`config.mk`:
```
export PLATFORM = sky130hd
export DESIGN_NAME = pipeline_hazard_controller
export DESIGN_NICKNAME = d
export VERILOG_FILES = /design/src/rtl/pipeline_hazard_controller.sv
export SDC_FILE = /design/constraint.sdc
export NUM_CORES = 1
export LEC_CHECK = 0
export CAP_MARGIN = 20
export CELL_PAD_IN_SITES_DETAIL_PLACEMENT = 0
export CELL_PAD_IN_SITES_GLOBAL_PLACEMENT = 2
export CORE_MARGIN = 2
export CORE_UTILIZATION = 30
export CTS_BUF_LIST = sky130_fd_sc_hd__clkbuf_4
export CTS_CLUSTER_SIZE = 24
export DETAILED_ROUTE_END_ITERATION = 6
export GPL_ROUTABILITY_DRIVEN = 0
export PLACE_DENSITY = 0.83
export SETUP_SLACK_MARGIN = 0.5
export SYNTH_ARGS = -nofsm -noshare
export SYNTH_HDL_FRONTEND = slang
export SYNTH_SLANG_ARGS = --single-unit
```
`constraint.sdc`:
```
create_clock -name clock -period 5.6 [get_ports clock]
set_clock_uncertainty 0.05 [all_clocks]
set_input_delay 0.84 -clock clock [delete_from_list [all_inputs] [get_ports clock]]
set_output_delay 0.84 -clock clock [all_outputs]
set_load 0.05 [all_outputs]
```
`src/rtl/pipeline_hazard_controller.sv`:
```
// Pipeline hazard controller: RAW stall detection against an
// EX/MEM/WB destination scoreboard, plus branch/jump flush control.
module pipeline_hazard_controller (
    input  logic        clock,
    input  logic        reset_n,
    input  logic        id_valid,
    input  logic [4:0]  id_rs,
    input  logic [4:0]  id_rt,
    input  logic        id_uses_rs,
    input  logic        id_uses_rt,
    input  logic [4:0]  id_dest,
    input  logic        id_reg_write,
    input  logic        ex_branch,
    input  logic        ex_zero,
    input  logic        ex_jump,
    output logic        pc_write,
    output logic        ifid_write,
    output logic        idex_bubble,
    output logic        flush_ifid,
    output logic        PC_sel,
    output logic [1:0]  hazard_state,
    output logic [15:0] stall_count,
    output logic [15:0] flush_count
);

    localparam logic [1:0] ST_RUN   = 2'b00;
    localparam logic [1:0] ST_STALL = 2'b01;
    localparam logic [1:0] ST_FLUSH = 2'b10;

    // Scoreboard entries: index 0 = EX, 1 = MEM, 2 = WB.
    logic [2:0] sb_valid;
    logic [2:0] sb_rw;
    logic [4:0] sb_dest [3];

    logic        raw;
    logic        taken;
    logic        stall;
    logic [1:0]  state_q;
    logic [1:0]  state_d;
    logic [15:0] stall_q;
    logic [15:0] flush_q;

    // RAW match of the ID sources against every in-flight writer.
    always_comb begin
        raw = 1'b0;
        for (int i = 0; i < 3; i++) begin
            if (sb_valid[i] && sb_rw[i] && (sb_dest[i] != 5'd0)) begin
                if ((id_uses_rs && (id_rs == sb_dest[i])) ||
                    (id_uses_rt && (id_rt == sb_dest[i]))) begin
                    raw = 1'b1;
                end
            end
        end
        raw = raw & id_valid;
    end

    assign taken = ex_jump | (ex_branch & ex_zero);
    assign stall = raw & ~taken;

    // Pipeline control; a taken redirect overrides any stall.
    always_comb begin
        pc_write    = 1'b1;
        ifid_write  = 1'b1;
        idex_bubble = 1'b0;
        flush_ifid  = 1'b0;
        PC_sel      = 1'b0;
        state_d     = ST_RUN;
        unique case (1'b1)
            taken: begin
                idex_bubble = 1'b1;
                flush_ifid  = 1'b1;
                PC_sel      = 1'b1;
                state_d     = ST_FLUSH;
            end
            stall: begin
                pc_write    = 1'b0;
                ifid_write  = 1'b0;
                idex_bubble = 1'b1;
                state_d     = ST_STALL;
            end
            default: begin
                state_d     = ST_RUN;
            end
        endcase
    end

    // Scoreboard shift EX->MEM->WB; a bubble enters EX as invalid.
    always_ff @(posedge clock or negedge reset_n) begin
        if (!reset_n) begin
            sb_valid <= 3'b000;
            sb_rw    <= 3'b000;
            for (int i = 0; i < 3; i++) begin
                sb_dest[i] <= 5'd0;
            end
        end else begin
            sb_valid[2] <= sb_valid[1];
            sb_rw[2]    <= sb_rw[1];
            sb_dest[2]  <= sb_dest[1];
            sb_valid[1] <= sb_valid[0];
            sb_rw[1]    <= sb_rw[0];
            sb_dest[1]  <= sb_dest[0];
            sb_valid[0] <= id_valid & ~idex_bubble;
            sb_rw[0]    <= id_reg_write;
            sb_dest[0]  <= id_dest;
        end
    end

    // Registered state and saturating stall/flush event counters.
    always_ff @(posedge clock or negedge reset_n) begin
        if (!reset_n) begin
            state_q <= ST_RUN;
            stall_q <= 16'd0;
            flush_q <= 16'd0;
        end else begin
            state_q <= state_d;
            if (stall && (stall_q != 16'hFFFF)) begin
                stall_q <= stall_q + 16'd1;
            end
            if (taken && (flush_q != 16'hFFFF)) begin
                flush_q <= flush_q + 16'd1;
            end
        end
    end

    assign hazard_state = state_q;
    assign stall_count  = stall_q;
    assign flush_count  = flush_q;

endmodule

```
==> results of run 1 <==
[synth_stat cells]
cell | count | area, sq um
a21oi_1 | 1 | 5.000
a222oi_1 | 1 | 10.01
a41oi_2 | 1 | 16.27
and2_1 | 3 | 18.77
and3_1 | 7 | 43.79
and4_1 | 5 | 43.79
buf_4 | 3 | 22.52
buf_6 | 1 | 11.26
clkbuf_1 | 2 | 7.510
dfrtp_1 | 55 | 1376
ha_1 | 2 | 25.02
inv_1 | 6 | 22.52
mux2_2 | 1 | 11.26
mux2_4 | 1 | 15.01
mux2i_1 | 2 | 20.02
nand2_1 | 19 | 71.32
nand2b_1 | 1 | 6.260
nand3_1 | 8 | 40.04
nand4_1 | 16 | 100.1
nor2_1 | 5 | 18.77
nor3_1 | 10 | 50.05
nor3b_1 | 1 | 7.510
nor3b_2 | 1 | 12.51
nor4_1 | 1 | 6.260
o21ai_0 | 1 | 5.000
o22ai_1 | 3 | 18.77
o311a_1 | 3 | 30.03
or3_1 | 3 | 18.77
xnor2_1 | 42 | 367.9
xor2_1 | 16 | 140.1
[kinds of logic after synthesis]
| group | share of synthesized area |
|---|---|
| and+or+nand+nor | 0.1723 |
| xor gates and xnor gates | 0.1998 |
| DFF | 0.5413 |
| buffers and inverters | 0.02510 |
| AOI/OAI and AO/OA | 0.03346 |
| muxes | 0.01821 |
| adders and majority gates | 0.009841 |
[report_power, final]
group          switching, mW  leakage [nW]  total (mW)  internal [mW]
Combinational          0.152         0.688       0.254          0.102
Sequential            0.0458         0.698       0.477          0.431
Clock                  0.125        0.0314       0.176         0.0507
[flip-flops by register name, summed over array words and instances, names as in the netlist]
name          cells
stall_count      16
sb_rw             3
hazard_state      2
sb_valid          3
sb_dest          15
flush_count      16
[per-layer routing]
layer  part of all wire  vias up  track usage
met5                  0        -            0
met4              0.014        0      0.04167
met3              0.066        8      0.02976
met2               0.46       62       0.2037
met1               0.46      869       0.1831
li1                   -      888            -
[stage by stage]
stage	worst slack (ns)	power, mW	hold slack (ns)
floorplan	2.006	0.6352	0.3039
finish	1.268	0.9062	0.3538
global placement	1.273	0.7377	0.3126
CTS	1.249	0.9254	0.3600
global route	1.101	0.9613	0.3830
detailed placement	1.266	0.7408	0.3199
[area by class of cell]
class | instances | area [sq um] | share of cell area
sequential | 55 | 1376 | 0.4138
multi-input combinational | 154 | 1102 | 0.3315
timing repair buffer | 64 | 630.6 | 0.1896
tap | 105 | 131.4 | 0.03950
clock buffer | 5 | 37.54 | 0.01129
clock inverter | 3 | 25.02 | 0.007524
inverter | 6 | 22.52 | 0.006772
[how the worst max path moves through the flow]
stage | end | slack [ns] | depth (start not counted)
2_1_floorplan | idex_bubble | 2.01 | 7
3_3_place_gp | ifid_write | 1.27 | 8
5_1_grt | pc_write | 1.10 | 8
6_report | pc_write | 1.27 | 8
3_5_place_dp | pc_write | 1.27 | 8
4_1_cts | pc_write | 1.25 | 8
[worst max-delay path, delay by kind of cell]
kind	cells	cell delay [ns]
and+or+nand+nor	2	0.30
AOI/OAI and AO/OA	2	0.48
buffers and inverters	3	1.62
xor gates and xnor gates	1	0.19
==> impl_metrics.ini, run 1 <==
[clock_tree]
cts.path.max_buffers = 2
clock_latency_ns = 0.37
post-cts-setup-buffers = 0
holdBufCountCts = 0
cts_sinks = 55
cts_resized = 0
cts_tree = done
htreeDepth = 2
clk_pin_slew_ns = 0.17
numCtsBuffers = 5
cts_root_buf = clkbuf_4

[cells_and_area]
nets = 312
post-route-util = 0.4048
antenna_cells = 0
most-common-layout-cells = clkdlybuf4s50_1 (61), dfrtp_1 (55), xnor2_1 (42)
stdcell_area_sq_um = 3326
area_growth_pct = 30.81
drive_gt1_frac = 0.05226
final_common_cell = clkdlybuf4s50_1
final_cells = 392
fillers = 817

[placement]
dpl.cell_count = 384
hpwlAfterDp_um = 4140
placement.io_buffers = 62
dpl_cell_area_sq_um = 3263

[sta]
rsz0062_at_grt = false
fmax_mhz = 230.9
hold_viol_final = 0
maxSlewHeadroom = 0.5374
fin_tns_setup_ns = 0
finalSetupViolCount = 0
maxSlewViolCount = 0
min_period_ns = 4.332
worstMarginPinSlew_ns = 0.6939
finalCritPeriodShare = 0.7735

[critical_path]
cpMaxStageDelayCell = clkdlybuf4s50_1
cpMostUsedCell = clkdlybuf4s50_1
max_stage_delay_ns = 0.82
rrSetupSlack_ns = 3.18
worstReg2RegEnd = stall_count[1]$_DFFE_PN0P_
worstPathMaxFanout = 18
r2r_cells = 6
crit_start = id_rs[1]
worstPathArrival_ns = 3.44
crit_path_end_kind = output pin
path_class = in -> out
critPathLaunchType = input port
r2r_start = sb_dest[10]$_DFF_PN0_
path_cells = clkdlybuf4s50_1, xnor2_1, nand4_1, o22ai_1, a222oi_1, buf_4, nand2b_1, clkdlybuf4s50_1
worstPathRequired_ns = 4.71

[die]
fp.dieW_um = 96.06
coreArea_sq_um = 8217
start_util = 0.3094
pin_count = 63
die_area_sq_um = 9228
placementRows = 33
die_h_um = 96.06

[pwr]
p_per_area_nw_per_um2 = 272.5
p_leak_nw = 1.417
peakVddDrop_v = 0.0002193

[worst_hold_path]
holdCritStartpoint = sb_valid[1]$_DFF_PN0_
min_to = sb_valid[2]$_DFF_PN0_
min_path_type = reg -> reg
holdPathStages = 0

[logic_synthesis]
synth-seq-area-share = 0.5413
synthesis.area_sq_um = 2542
avgSynthCellArea_sq_um = 11.50
yosysWarningCount = 0
synth-seq-cells = 55
syn-num-nets = 247
synth_cells = 221
synth_cell_types = 30

[routing]
drc = 0
vias_per_cell = 4.661
initialDrtViolationCount = 76
drt-pass1-iter-count = 5
wl_um = 5661
via_count = 1827
ant_nets = 0
wl_per_cell_um = 14.44

[grt]
grt_start_max_net_pins = 56
grt_pass1_vias = 1886
grt_first_pass_wirelength_um = 9390
antenna_found_initial = 0
grt_usage = 0.1317
grt_overflow = 0

[run]
cap_violations = 0

[outcome]
status = completed
Power figures use the tool's default switching activity.
==> inputs of run 2 (changes only) <==
- CORE_UTILIZATION: 30 -> 29
- PLACE_DENSITY: 0.83 -> 0.84
- clock period: 5.6 -> 3.9 ns (I/O delays scaled with it)
==> run 2 against run 1 <==
  * Sequential share of layout area decreased by 0.63 points
  * Core utilization decreased by 1.2 points
  * Global-route usage decreased by 0.64 points
  * Wire length increased by 0.97%
  * Sequential power increased by 43%
  * Die area increased by 3.3%
  * Critical path type is now reg -> out
==> impl_metrics.ini, run 2 (same netlist as run 1, synthesis figures left out) <==
[routing]
wl_met2_um = 2675
via_count = 1823
wl_um = 5716
initialDrtViolationCount = 102
ant_nets = 0
wl_per_cell_um = 14.43
drc = 0
m1WireLength_um = 2737
wl_met3_um = 273
vias_per_cell = 4.604
routed.top_layer = met4
drt-pass1-iter-count = 4

[critical_path]
r2r_start = sb_dest[10]$_DFF_PN0_
worstPathMaxFanout = 4
critPathLaunchType = flop
crit_path_end_kind = output pin
crit_start = sb_dest[10]$_DFF_PN0_
rrSetupSlack_ns = 1.50
r2r_cells = 6
worstReg2RegEnd = stall_count[1]$_DFFE_PN0P_
worstPathRequired_ns = 3.26
path_class = reg -> out
endpoint = pc_write
worstPathArrival_ns = 2.62

[placement]
hpwlAfterDp_um = 4312
dpl.cell_count = 388
dpl_cell_area_sq_um = 3272
placement.io_buffers = 62
dp_slack_ns = 0.4395

[sta]
finalCritPeriodShare = 0.8358
fmax_mhz = 306.8
hold_viol_final = 0
maxSlewViolCount = 0
finalSetupViolCount = 0
worstMarginPinSlew_ns = 0.8038
rsz0062_at_grt = true
fin_tns_setup_ns = 0
min_period_ns = 3.260
maxSlewHeadroom = 0.4641
worst_slack_ns = 0.6402

[cells_and_area]
drive_gt1_frac = 0.05903
most-common-layout-cells = clkdlybuf4s50_1 (58), dfrtp_1 (55), xnor2_1 (42)
area_growth_pct = 32.82
antenna_cells = 0
final_common_cell = clkdlybuf4s50_1
stdcell_area_sq_um = 3377
final_cells = 396
nets = 313

[grt]
grt_pass1_vias = 1836
grt_start_max_net_pins = 38
grt_overflow = 0
grt_first_pass_wirelength_um = 9597
antenna_found_initial = 0
grt_usage = 0.1253

[clock_tree]
cts_tree = done
holdBufCountCts = 0
clock_latency_ns = 0.36
cts_root_buf = clkbuf_4
cts_sinks = 55
htreeDepth = 2
numCtsBuffers = 5
clk_pin_slew_ns = 0.15
cts.path.max_buffers = 2

[outcome]
status = completed

[die]
start_util = 0.2959
die_area_sq_um = 9532
fp.dieW_um = 97.63
placementRows = 34
die_h_um = 97.63
coreArea_sq_um = 8593
pin_count = 63

[worst_hold_path]
min_path_type = in -> async

[pwr]
peakVddDrop_v = 0.0001775
total_power_mw = 1.422
p_per_area_nw_per_um2 = 421.1
p_leak_nw = 1.447

[run]
cap_violations = 0
## run 2: how the worst min path moves through the flow
stage                               start                          end  slack, ns
floorplan                         reset_n   flush_count[0]$_DFFE_PN0P_       0.24
global placement    sb_valid[0]$_DFF_PN0_        sb_valid[1]$_DFF_PN0_       0.31
finish                            reset_n         sb_dest[4]$_DFF_PN0_       0.24
detailed placement  sb_valid[0]$_DFF_PN0_        sb_valid[1]$_DFF_PN0_       0.31
global route                      reset_n  flush_count[15]$_DFFE_PN0P_       0.28
CTS                               reset_n  flush_count[15]$_DFFE_PN0P_       0.25
## run 2: routing by layer
metal | GRT usage | up-vias
li1 | - | 898
met1 | 0.1812 | 874
met2 | 0.1873 | 49
met3 | 0.03094 | 2
met4 | 0.03419 | 0
met5 | 0 | -
## run 2: layout make-up
type	count	area [sq um]
sequential	55	1376
fill	846	5216
multi-input combinational	154	1102
tap	108	135.1
inverter	6	22.52
clock buffer	6	45.04
timing repair buffer	65	635.6
clock inverter	2	60.06
## run 2: repair_timing
item	in CTS	in global routing
setup buffers	0	0
setup endpoints to repair	2	2
resized for setup	2	2
## run 2: where the power goes
group	internal [mW]	total, mW	switching (mW)	leakage (nW)
Sequential	0.619	0.681	0.0627	0.698
Clock	0.207	0.376	0.169	0.0559
Combinational	0.147	0.364	0.217	0.693
## run 2: per-stage QoR
| stage | hold WS [ns] | util |
|---|---|---|
| global route | 0.2836 | 0.3930 |
| finish | 0.2416 | 0.3930 |
| floorplan | 0.2394 | - |
| detailed placement | 0.3122 | 0.3808 |
| global placement | 0.3108 | 0.3808 |
| CTS | 0.2526 | 0.3927 |
## run 2: critical path, stage by stage (launching register included)
cell and delay (ns):
dfrtp_1 0.46, or3_1 0.40, o311a_1 0.31, a222oi_1 0.39, nand2b_1 0.20, clkdlybuf4s15_1 0.51
==> inputs of run 3 (changes only) <==
- CORE_UTILIZATION: 29 -> 30
- PLACE_DENSITY: 0.84 -> 0.83
- clock period: 3.9 -> 3.16 ns (I/O delays scaled with it)
==> run 3 against run 2 <==
  * The run now ends with hold timing left
  * Critical endpoint is now ifid_write
  * Critical path depth up 1
  * Register-to-register slack lost 0.67 ns
  * Clock power decreased by 17%
  * Count of clock-buffer cells in the layout is 1 higher
  * Sequential cell count unchanged
  * Combinational power up 26%
  * Die area is 3.2% lower
  * Sequential power is 23% higher
==> impl_metrics.ini, run 3 (same netlist as run 1, synthesis figures left out) <==
[clock_tree]
cts.path.max_buffers = 2
holdBufCountCts = 0
cts_sinks = 55
cts_tree = done
clock_latency_ns = 0.38
numCtsBuffers = 5
clk_pin_slew_ns = 0.15
cts_root_buf = clkbuf_4
htreeDepth = 2

[critical_path]
cpMaxStageDelayCell = dfrtp_1
path_class = reg -> out
worstPathArrival_ns = 2.29
worstReg2RegEnd = stall_count[1]$_DFFE_PN0P_
crit_start = sb_dest[11]$_DFF_PN0_
path_cells = or3_4, o311a_1, a222oi_1, buf_4, nand2b_4, buf_12
crit_path_end_kind = output pin
rrSetupSlack_ns = 0.83
r2r_cells = 7
worstPathRequired_ns = 2.64
r2r_start = sb_dest[11]$_DFF_PN0_
worstPathMaxFanout = 4
critPathLaunchType = flop
endpoint = ifid_write
max_stage_delay_ns = 0.41

[outcome]
status = finished, violations left
violations = hold timing

[grt]
grt_pass1_vias = 2018
antenna_found_initial = 0
grt_first_pass_wirelength_um = 9418
grt_start_max_net_pins = 24
grt_usage = 0.1322
grt_overflow = 0

[placement]
placement.io_buffers = 62
dp_slack_ns = 0.2720
dpl.cell_count = 385
hpwlAfterDp_um = 4170

[sta]
rsz0062_at_grt = true
min_period_ns = 2.809
fmax_mhz = 356.0
fin_tns_setup_ns = 0
maxSlewViolCount = 0
whs_ns = -0.005514
maxSlewHeadroom = 0.6459
finalSetupViolCount = 0
hold_viol_final = 2
worstMarginPinSlew_ns = 0.5295
worst_slack_ns = 0.3510
finalCritPeriodShare = 0.8889

[pwr]
p_per_area_nw_per_um2 = 471.2
p_leak_nw = 1.486
total_power_mw = 1.608
peakVddDrop_v = 0.0003338

[die]
die_h_um = 96.06
pin_count = 63
start_util = 0.3094
die_area_sq_um = 9228
coreArea_sq_um = 8217
placementRows = 33
fp.dieW_um = 96.06

[cells_and_area]
most-common-layout-cells = clkdlybuf4s50_1 (56), dfrtp_1 (55), xnor2_1 (42)
area_growth_pct = 34.20
final_common_cell = clkdlybuf4s50_1
drive_gt1_frac = 0.09492
final_cells = 400
nets = 320
antenna_cells = 0

[run]
cap_violations = 0

[routing]
vias_per_cell = 4.738
wl_um = 5740
ant_nets = 0
initialDrtViolationCount = 78
drc = 0
drt-pass1-iter-count = 4
via_count = 1895
wl_per_cell_um = 14.35

[worst_hold_path]
min_path_type = in -> async
-- run 3: cell count changes in the layout (fill, tap and decap cells not counted), moves of 2 or more --
cell	delta
buf_4	+6
clkdlybuf4s50_1	-2
bufinv_16	-2
clkdlybuf4s15_1	-2
dlygate4sd2_1	+2
buf_12	+2
-- run 3: layout make-up --
type,count,area [sq um]
Fill cell,787,4805
Sequential cell,55,1376
Multi-Input combinational cell,154,1115
Timing Repair Buffer,72,709.4
Tap cell,105,131.4
Clock buffer,7,52.55
Inverter,6,22.52
Clock inverter,1,5.005
-- run 3: how the worst min path moves through the flow --
stage / endpoint / slack (ns) / cells after the start
global placement: sb_valid[2]$_DFF_PN0_ / 0.31 / 0
floorplan: flush_count[0]$_DFFE_PN0P_ / 0.13 / 0
finish: stall_count[12]$_DFFE_PN0P_ / -0.006 / 1
CTS: stall_count[12]$_DFFE_PN0P_ / 0.0005 / 1
global route: stall_count[0]$_DFFE_PN0P_ / 0.02 / 1
detailed placement: sb_rw[2]$_DFF_PN0_ / 0.32 / 0
-- run 3: per-stage QoR --
stage                     utilization  area [sq um]  hold WS (ns)
final                          0.4153          3412     -0.005514
after global routing           0.4153          3412       0.01637
after CTS                      0.4146          3407     0.0004621
after detailed placement       0.4005          3291        0.3160
after global placement         0.4005          3291        0.3099
after floorplan                     -          2545        0.1284
-- run 3: what timing repair did --
action | in CTS | in global routing
resized for setup | 4 | 1
pin swaps | 2 | 0
buffers inserted | 7 | 0
setup endpoints to repair | 5 | 3
-- run 3: power by group --
part	total [mW]	switching (mW)	internal (mW)
registers	0.840	0.0769	0.763
clock network	0.311	0.206	0.104
logic	0.457	0.271	0.186
total	1.61	0.554	1.05
-- run 3: routing by layer --
layer | part of all wire | GRT usage | vias to the layer above
met1 | 0.47 | 0.1732 | 930
met4 | 0.013 | 0.05000 | 0
li1 | - | - | 909
met5 | 0 | 0 | -
met2 | 0.46 | 0.2095 | 48
met3 | 0.058 | 0.03446 | 8
-- run 3: critical path, delay by kind of cell, from the launching register on --
family,cells,cell delay [ns]
compound gates,2,0.62
buf+inv,2,0.34
flops,1,0.41
simple gates,2,0.54
